--- config.mk ---
export PLATFORM = sky130hd
export DESIGN_NAME = hyperram_test_top
export DESIGN_NICKNAME = d
export VERILOG_FILES = /design/src/rtl/hyperram_test_top.sv
export SDC_FILE = /design/constraint.sdc
export NUM_CORES = 1
export LEC_CHECK = 0
export BUFFER_PORTS_ARGS = -buffer_cell sky130_fd_sc_hd__buf_4
export CORE_MARGIN = 2
export CORE_UTILIZATION = 50
export DETAILED_ROUTE_END_ITERATION = 12
export PLACE_DENSITY = 0.75
export SETUP_SLACK_MARGIN = 0.02
export SLEW_MARGIN = 15
export SYNTH_ARGS = -nofsm -noshare
export SYNTH_HDL_FRONTEND = slang
export SYNTH_SLANG_ARGS = --single-unit
--- constraint.sdc ---
create_clock -name i_clk -period 5.9 [get_ports i_clk]
set_input_delay 0.885 -clock i_clk [delete_from_list [all_inputs] [get_ports i_clk]]
set_output_delay 0.885 -clock i_clk [all_outputs]
set_load 0.02 [all_outputs]
--- src/rtl/hyperram_test_top.sv ---
// HyperRAM x8 DDR self-test: powers the device up, programs CR0, then writes and reads back
// a short word pattern and reports progress, mismatch count and last read byte.
`timescale 1ns/1ps
module hyperram_test_top #(
    parameter int          POWERUP_CYCLES = 1875,
    parameter int          NUM_WORDS      = 4,
    parameter int          LAT_CKS        = 6,
    parameter logic [15:0] CR0_VALUE      = 16'h8FEF,
    parameter int          TIMEOUT_CKS    = 32
) (
    input  logic       i_clk,
    input  logic       i_rst,
    output logic [7:0] o_port_0,
    output logic [7:0] o_port_1,
    output logic [7:0] o_port_2,
    input  logic [7:0] dram_dq_in,
    output logic [7:0] dram_dq_out,
    output logic       dram_dq_oe_l,
    input  logic       dram_rwds_in,
    output logic       dram_rwds_out,
    output logic       dram_rwds_oe_l,
    output logic       dram_ck,
    output logic       dram_rst_l,
    output logic       dram_cs_l
);

    typedef enum logic [3:0] {
        ST_RESET = 4'd0, ST_PWRUP = 4'd1, ST_CFG = 4'd2,
        ST_WR    = 4'd3, ST_RD    = 4'd4, ST_DONE = 4'd5
    } state_t;

    typedef enum logic [2:0] {
        BUS_IDLE = 3'd0, BUS_CS = 3'd1, BUS_CA = 3'd2, BUS_LAT = 3'd3,
        BUS_DATA = 3'd4, BUS_RDWAIT = 3'd5, BUS_END = 3'd6
    } bus_t;

    localparam logic [15:0] PWR_LAST  = 16'(POWERUP_CYCLES - 1);
    localparam logic [7:0]  LAT_LAST  = 8'(2 * LAT_CKS - 1);
    localparam logic [7:0]  TO_LAST   = 8'(2 * TIMEOUT_CKS - 1);
    localparam logic [7:0]  WORD_LAST = 8'(NUM_WORDS - 1);
    localparam logic [47:0] CR0_CA    = 48'h6000_0100_0000;

    function automatic logic [15:0] pattern_word(input logic [7:0] idx);
        return {idx, ~idx};
    endfunction

    function automatic logic [47:0] make_ca(input logic rw, input logic [31:0] addr);
        return {rw, 1'b0, 1'b1, addr[31:3], 13'd0, addr[2:0]};
    endfunction

    function automatic logic [7:0] ca_byte(input logic [47:0] ca, input logic [2:0] idx);
        case (idx)
            3'd0:    return ca[47:40];
            3'd1:    return ca[39:32];
            3'd2:    return ca[31:24];
            3'd3:    return ca[23:16];
            3'd4:    return ca[15:8];
            3'd5:    return ca[7:0];
            default: return 8'd0;
        endcase
    endfunction

    state_t      state_r, state_s;
    bus_t        bus_r, bus_s;
    logic [15:0] cnt_r, cnt_s;
    logic        ph_r, ph_s;
    logic [7:0]  beat_r, beat_s;
    logic [7:0]  word_r, word_s;
    logic        ck_r, ck_s, cs_l_r, cs_l_s, rst_l_r, rst_l_s;
    logic [7:0]  dq_out_r, dq_out_s;
    logic        dq_oe_l_r, dq_oe_l_s, rwds_out_r, rwds_out_s, rwds_oe_l_r, rwds_oe_l_s;
    logic [1:0]  nbytes_r, nbytes_s;
    logic [7:0]  rd_hi_r, rd_hi_s, rd_lo_r, rd_lo_s;
    logic [7:0]  err_r, err_s, last_lo_r, last_lo_s, port0_r, port0_s;
    logic [7:0]  dq_q_r;
    logic        rwds_q_r, rwds_prev_r;
    logic [47:0] ca_s;
    logic [15:0] data_s;
    logic        mismatch_s, last_word_s, done_s;

    // Sequencer, bus and capture registers; every output pin comes straight from a flop
    always_ff @(posedge i_clk) begin
        if (i_rst) begin
            state_r     <= ST_RESET;
            bus_r       <= BUS_IDLE;
            cnt_r       <= 16'd0;
            ph_r        <= 1'b0;
            beat_r      <= 8'd0;
            word_r      <= 8'd0;
            ck_r        <= 1'b0;
            cs_l_r      <= 1'b1;
            rst_l_r     <= 1'b0;
            dq_out_r    <= 8'd0;
            dq_oe_l_r   <= 1'b1;
            rwds_out_r  <= 1'b0;
            rwds_oe_l_r <= 1'b1;
            nbytes_r    <= 2'd0;
            rd_hi_r     <= 8'd0;
            rd_lo_r     <= 8'd0;
            err_r       <= 8'd0;
            last_lo_r   <= 8'd0;
            port0_r     <= 8'd0;
            dq_q_r      <= 8'd0;
            rwds_q_r    <= 1'b0;
            rwds_prev_r <= 1'b0;
        end else begin
            state_r     <= state_s;
            bus_r       <= bus_s;
            cnt_r       <= cnt_s;
            ph_r        <= ph_s;
            beat_r      <= beat_s;
            word_r      <= word_s;
            ck_r        <= ck_s;
            cs_l_r      <= cs_l_s;
            rst_l_r     <= rst_l_s;
            dq_out_r    <= dq_out_s;
            dq_oe_l_r   <= dq_oe_l_s;
            rwds_out_r  <= rwds_out_s;
            rwds_oe_l_r <= rwds_oe_l_s;
            nbytes_r    <= nbytes_s;
            rd_hi_r     <= rd_hi_s;
            rd_lo_r     <= rd_lo_s;
            err_r       <= err_s;
            last_lo_r   <= last_lo_s;
            port0_r     <= port0_s;
            dq_q_r      <= dram_dq_in;
            rwds_q_r    <= dram_rwds_in;
            rwds_prev_r <= rwds_q_r;
        end
    end

    // Next-state logic: top-level test sequence plus the per-transaction beat engine
    always_comb begin
        state_s     = state_r;
        bus_s       = bus_r;
        cnt_s       = cnt_r;
        ph_s        = ph_r;
        beat_s      = beat_r;
        word_s      = word_r;
        ck_s        = ck_r;
        cs_l_s      = cs_l_r;
        rst_l_s     = rst_l_r;
        dq_out_s    = dq_out_r;
        dq_oe_l_s   = dq_oe_l_r;
        rwds_out_s  = rwds_out_r;
        rwds_oe_l_s = rwds_oe_l_r;
        nbytes_s    = nbytes_r;
        rd_hi_s     = rd_hi_r;
        rd_lo_s     = rd_lo_r;
        err_s       = err_r;
        last_lo_s   = last_lo_r;
        mismatch_s  = 1'b0;
        last_word_s = (word_r == WORD_LAST);
        ca_s        = (state_r == ST_CFG) ? CR0_CA : make_ca(state_r == ST_RD, {24'd0, word_r});
        data_s      = (state_r == ST_CFG) ? CR0_VALUE : pattern_word(word_r);

        case (state_r)
            ST_RESET: begin
                if (cnt_r == PWR_LAST) begin
                    state_s = ST_PWRUP;
                    cnt_s   = 16'd0;
                    rst_l_s = 1'b1;
                end else begin
                    cnt_s = cnt_r + 16'd1;
                end
            end
            ST_PWRUP: begin
                if (cnt_r == PWR_LAST) begin
                    state_s = ST_CFG;
                    bus_s   = BUS_IDLE;
                    cnt_s   = 16'd0;
                    word_s  = 8'd0;
                end else begin
                    cnt_s = cnt_r + 16'd1;
                end
            end
            ST_CFG, ST_WR, ST_RD: begin
                case (bus_r)
                    BUS_IDLE: begin
                        if (cnt_r == 16'd3) begin
                            cs_l_s   = 1'b0;
                            bus_s    = BUS_CS;
                            cnt_s    = 16'd0;
                            nbytes_s = 2'd0;
                        end else begin
                            cnt_s = cnt_r + 16'd1;
                        end
                    end
                    BUS_CS: begin
                        if (cnt_r == 16'd1) begin
                            bus_s  = BUS_CA;
                            cnt_s  = 16'd0;
                            ph_s   = 1'b0;
                            beat_s = 8'd0;
                        end else begin
                            cnt_s = cnt_r + 16'd1;
                        end
                    end
                    BUS_CA: begin
                        if (!ph_r) begin
                            dq_out_s  = ca_byte(ca_s, beat_r[2:0]);
                            dq_oe_l_s = 1'b0;
                            ph_s      = 1'b1;
                        end else begin
                            ck_s = ~ck_r;
                            ph_s = 1'b0;
                            if (beat_r == 8'd5) begin
                                beat_s = 8'd0;
                                bus_s  = (state_r == ST_CFG) ? BUS_DATA :
                                         (state_r == ST_WR)  ? BUS_LAT  : BUS_RDWAIT;
                            end else begin
                                beat_s = beat_r + 8'd1;
                            end
                        end
                    end
                    BUS_LAT: begin
                        if (!ph_r) begin
                            dq_out_s = 8'd0;
                            ph_s     = 1'b1;
                        end else begin
                            ck_s = ~ck_r;
                            ph_s = 1'b0;
                            if (beat_r == LAT_LAST) begin
                                beat_s = 8'd0;
                                bus_s  = BUS_DATA;
                            end else begin
                                beat_s = beat_r + 8'd1;
                            end
                        end
                    end
                    BUS_DATA: begin
                        if (!ph_r) begin
                            dq_out_s    = (beat_r == 8'd0) ? data_s[15:8] : data_s[7:0];
                            rwds_oe_l_s = (state_r == ST_CFG);
                            rwds_out_s  = 1'b0;
                            ph_s        = 1'b1;
                        end else begin
                            ck_s = ~ck_r;
                            ph_s = 1'b0;
                            if (beat_r == 8'd1) begin
                                bus_s = BUS_END;
                                cnt_s = 16'd0;
                            end else begin
                                beat_s = beat_r + 8'd1;
                            end
                        end
                    end
                    BUS_RDWAIT: begin
                        dq_oe_l_s = 1'b1;
                        // Every RWDS transition from the device marks a new byte on DQ
                        if ((rwds_q_r != rwds_prev_r) && (nbytes_r != 2'd2)) begin
                            if (nbytes_r == 2'd0) begin
                                rd_hi_s = dq_q_r;
                            end else begin
                                rd_lo_s = dq_q_r;
                            end
                            nbytes_s = nbytes_r + 2'd1;
                        end else begin
                            nbytes_s = nbytes_r;
                        end
                        if (ph_r) begin
                            ck_s = ~ck_r;
                            ph_s = 1'b0;
                            if (ck_r && ((nbytes_r == 2'd2) || (beat_r == TO_LAST))) begin
                                bus_s = BUS_END;
                                cnt_s = 16'd0;
                            end else begin
                                beat_s = beat_r + 8'd1;
                            end
                        end else begin
                            ph_s = 1'b1;
                        end
                    end
                    BUS_END: begin
                        dq_oe_l_s   = 1'b1;
                        rwds_oe_l_s = 1'b1;
                        dq_out_s    = 8'd0;
                        rwds_out_s  = 1'b0;
                        if (cnt_r == 16'd0) begin
                            cnt_s = 16'd1;
                            if (state_r == ST_RD) begin
                                if (nbytes_r == 2'd2) begin
                                    last_lo_s  = rd_lo_r;
                                    mismatch_s = ({rd_hi_r, rd_lo_r} != pattern_word(word_r));
                                end else begin
                                    mismatch_s = 1'b1;
                                end
                                if (mismatch_s && (err_r != 8'hFF)) begin
                                    err_s = err_r + 8'd1;
                                end else begin
                                    err_s = err_r;
                                end
                            end else begin
                                mismatch_s = 1'b0;
                            end
                        end else begin
                            cs_l_s = 1'b1;
                            bus_s  = BUS_IDLE;
                            cnt_s  = 16'd0;
                            case (state_r)
                                ST_CFG: begin
                                    state_s = ST_WR;
                                    word_s  = 8'd0;
                                end
                                ST_WR: begin
                                    if (last_word_s) begin
                                        state_s = ST_RD;
                                        word_s  = 8'd0;
                                    end else begin
                                        word_s = word_r + 8'd1;
                                    end
                                end
                                ST_RD: begin
                                    if (last_word_s) begin
                                        state_s = ST_DONE;
                                    end else begin
                                        word_s = word_r + 8'd1;
                                    end
                                end
                                default: begin
                                    state_s = state_r;
                                end
                            endcase
                        end
                    end
                    default: begin
                        bus_s  = BUS_IDLE;
                        cs_l_s = 1'b1;
                    end
                endcase
            end
            ST_DONE: begin
                cs_l_s = 1'b1;
            end
            default: begin
                state_s = ST_RESET;
            end
        endcase

        done_s  = (state_s == ST_DONE);
        port0_s = {done_s, done_s && (err_s == 8'd0), done_s && (err_s != 8'd0), 1'b0, state_s};
    end

    assign o_port_0       = port0_r;
    assign o_port_1       = err_r;
    assign o_port_2       = last_lo_r;
    assign dram_dq_out    = dq_out_r;
    assign dram_dq_oe_l   = dq_oe_l_r;
    assign dram_rwds_out  = rwds_out_r;
    assign dram_rwds_oe_l = rwds_oe_l_r;
    assign dram_ck        = ck_r;
    assign dram_rst_l     = rst_l_r;
    assign dram_cs_l      = cs_l_r;

endmodule

==> flow_metrics.tcl <==
set metrics [dict create \
    hold_buffers 0 \
    drtIter0Drc 425 \
    placed_cell_area_sq_um 5900 \
    ant_nets 0 \
    placed_cells 802 \
    final_util 0.564 \
    vias_per_cell 6.08 \
    fmax_mhz 276 \
    row_count 38 \
    yosysWarningCount 0 \
    rsz0062_at_grt "no" \
    cts_root_buf "clkbuf_8" \
    dieArea_sq_um 11900 \
    diodes 0 \
    hold_depth 1 \
    cpMaxStageDelayCell "o21ai_1" \
    die_x_um 109 \
    antenna_found_initial 0 \
    power.leakage_nw 2.13 \
    r2r-end "cnt_r[7]$_SDFFE_PP0P_" \
    ys_ff_latch 100 \
    drive_above_1_share 0.139 \
    grt_first_pass_wirelength_um 21900 \
    critPathTopFamily "compound AO/OA/AOI/OAI gates" \
    r2r_cells 6 \
    port_buffers 46 \
    min_to "rwds_prev_r$_SDFF_PP0_" \
    htree_levels 3 \
    gp_congestion 0.913 \
    clock_sinks 100 \
    ff2ff_setup_slack_ns 2.27 \
    maxCapViolations 0 \
    drv_slew 0 \
    dr.pass1.iters 5 \
    vias 4970 \
    die_h_um 109 \
    grt.overflow.total 0 \
    async_flop_share 0 \
    syn_area_per_cell_sq_um 8.40 \
    path_clk_slew_ns 0.12 \
    r2r-start "beat_r[2]$_SDFFE_PP0P_" \
    grt_pass1_vias 4633 \
    route.detailed.wl_per_inst_um 15.9 \
    fin_cells 818 \
    crit_required_ns 6.13 \
    critPathMaxStageDelay_ns 0.87 \
    holdCritStartpoint "rwds_q_r$_SDFF_PP0_" \
    period_minus_slack_ns 3.63 \
    synth_edf_count 0 \
    wl_um 13000 \
    crit_chain "nand3_2 -> o41ai_1 -> a211oi_1 -> or3_1 -> o21ai_1 -> o211ai_1" \
    ir_drop_mv 0.142 \
    clockBufferDepth 2 \
    fp.coreArea_sq_um 10800 \
    dp_hpwl_um 9060 \
    critPathKind "reg -> reg" \
    p_per_area_nw_per_um2 194 \
    path_buf_inv 0 \
    multiInputGateArea_sq_um 3300 \
    tritoncts "built" \
    io_pins 49 \
    clk_latency_ns 0.39 \
    postSynth.topFlopCell "dfxtp_1" \
    worstMarginPinSlew_ns 1.15 \
    grt.total_usage 0.228 \
    postSynthCellCount 660 \
    start_kind "flop" \
    fin_worst_skew_ns 0.0238 \
    worstSetupEndpointType "flop" \
    fin_crit_sh 0.614 \
    syn_area_sq_um 5540 \
    crit_arrival_ns 3.86 \
    grt_max_degree 63 \
    hold_class "reg -> reg" \
    seq_area_frac_synth 0.361 \
    post_cts_buffers 0 \
    hold_viol 0 \
    area_growth_pct 10.4 \
    synth_cell_types 77 \
    stdcell_area_sq_um 6120 \
    setup-tns-final_ns 0 \
    initial_core_util 0.511 \
    numCtsBuffers 9 \
    p_total_mw 1.19 \
    drc 0 \
    cp_max_fo 19 \
    maxSlewHeadroom 0.233 \
    finalSetupViolCount 0 \
    cts_resized 0 \
    seq_area_sq_um 2000 \
    status "finished, final reports clean" \
    fillCellCount 966 \
    nets 699 \
]
## registers in the layout (all words and copies together), names as in the netlist, 4 cells and up
| register | count |
|---|---|
| beat_r | 8 |
| rd_hi_r | 8 |
| cnt_r | 16 |
| word_r | 8 |
| dq_q_r | 8 |
| o_port_0 | 4 |
| rd_lo_r | 8 |
| o_port_2 | 8 |
| o_port_1 | 8 |
| dram_dq_out | 8 |
## Yosys cell counts, types with 3 or more instances
library cell	instances	area, sq um
dfxtp_1	100	2000
nor2_1	80	300
clkbuf_1	39	146
a21oi_1	33	165
nand2_1	30	113
mux2i_1	28	280
nand3_1	24	120
o21ai_0	23	115
xnor2_1	22	193
nor3_1	20	100
inv_1	18	67.6
ha_1	15	188
nor2b_1	13	81.3
o31ai_1	13	97.6
nor3b_1	11	82.6
or4_1	11	82.6
nor4_1	10	62.6
nor4b_1	9	78.8
or3_1	9	56.3
nand2b_1	8	50.1
nand4_1	8	50.1
and3b_1	7	61.3
nand3b_1	7	52.6
o22ai_1	7	43.8
or2_2	7	43.8
a211oi_1	6	45.0
a31o_2	6	52.6
a311oi_1	5	43.8
and3_1	5	31.3
buf_2	5	25.0
and4_1	4	35.0
o211ai_1	4	30.0
xor2_1	4	35.0
a21o_1	3	22.5
a31oi_1	3	18.8
a32oi_1	3	26.3
and2_1	3	18.8
buf_4	3	22.5
nor4bb_1	3	30.0
o21bai_1	3	22.5
or3b_2	3	26.3
## cell type report
type,count,share of cell area
multi-input cells,496,0.540
flip-flops and latches,100,0.327
repair buffers,48,0.0589
well taps,140,0.0286
clock buffers,9,0.0202
clock inverters,7,0.0141
inverters,18,0.0110
## placed cells by master, fill, tap and decap left out, types with 4 or more instances in the layout
master	n
a311oi_1	5
nor2b_1	13
ha_1	15
o211ai_1	4
o21ai_0	23
nand3_1	24
or2_2	7
nor4_1	10
and3b_1	7
inv_1	18
nor3_1	20
xnor2_1	22
mux2i_1	28
nor2_1	80
nand4_1	8
nand2b_1	8
xor2_1	4
dfxtp_1	100
clkbuf_8	9
nor4b_1	7
and3_1	5
o22ai_1	7
o31ai_1	13
buf_4	48
or4_1	11
nand3b_1	7
nand2_1	30
and4_1	4
nor3b_1	11
a21oi_1	33
a31o_2	6
a211oi_1	6
or3_1	9
## power by group
| group | total [mW] | switching, mW | leakage, nW | internal [mW] |
|---|---|---|---|---|
| clock | 0.453 | 0.282 | 0.105 | 0.171 |
| combinational | 0.0457 | 0.0290 | 1.22 | 0.0167 |
| sequential | 0.688 | 0.00703 | 0.809 | 0.681 |
## worst max path at each step
stage / to / slack [ns] / depth (start not counted) / from
finish: cnt_r[7]$_SDFFE_PP0P_ / 2.27 / 6 / beat_r[2]$_SDFFE_PP0P_
global route: cnt_r[7]$_SDFFE_PP0P_ / 2.04 / 6 / beat_r[2]$_SDFFE_PP0P_
CTS: cnt_r[7]$_SDFFE_PP0P_ / 2.39 / 6 / beat_r[2]$_SDFFE_PP0P_
detailed placement: cnt_r[7]$_SDFFE_PP0P_ / 2.41 / 6 / beat_r[2]$_SDFFE_PP0P_
global placement: cnt_r[7]$_SDFFE_PP0P_ / 2.61 / 6 / beat_r[2]$_SDFFE_PP0P_
floorplan: o_port_0[5]$_SDFF_PP0_ / 3.36 / 7 / state_r[2]$_SDFF_PP0_
## layer usage
layer  wire length [um]  vias up  track usage
met5                  0        -            0
met3                687       26       0.0409
li1                   -     2427            -
met2               6320      159        0.382
met4                231        0       0.0904
met1               5740     2358        0.291
## stage by stage
stage	setup slack (ns)	hold slack (ns)
after global placement	2.61	0.470
after CTS	2.39	0.493
after floorplan	3.36	0.457
after detailed placement	2.41	0.476
final	2.27	0.487
after global routing	2.04	0.499
## cells by family after synthesis
family                     after synthesis  share of synthesized area
and+or+nand+nor                        288                      0.298
AOI/OAI and AO/OA                      135                      0.165
DFF                                    100                      0.361
buffers and inverters                   66                     0.0481
muxes                                   29                     0.0526
xor gates and xnor gates                26                     0.0411
adders and majority gates               15                     0.0339
other                                    1                   0.000677
(Power assumes the default switching activity.)
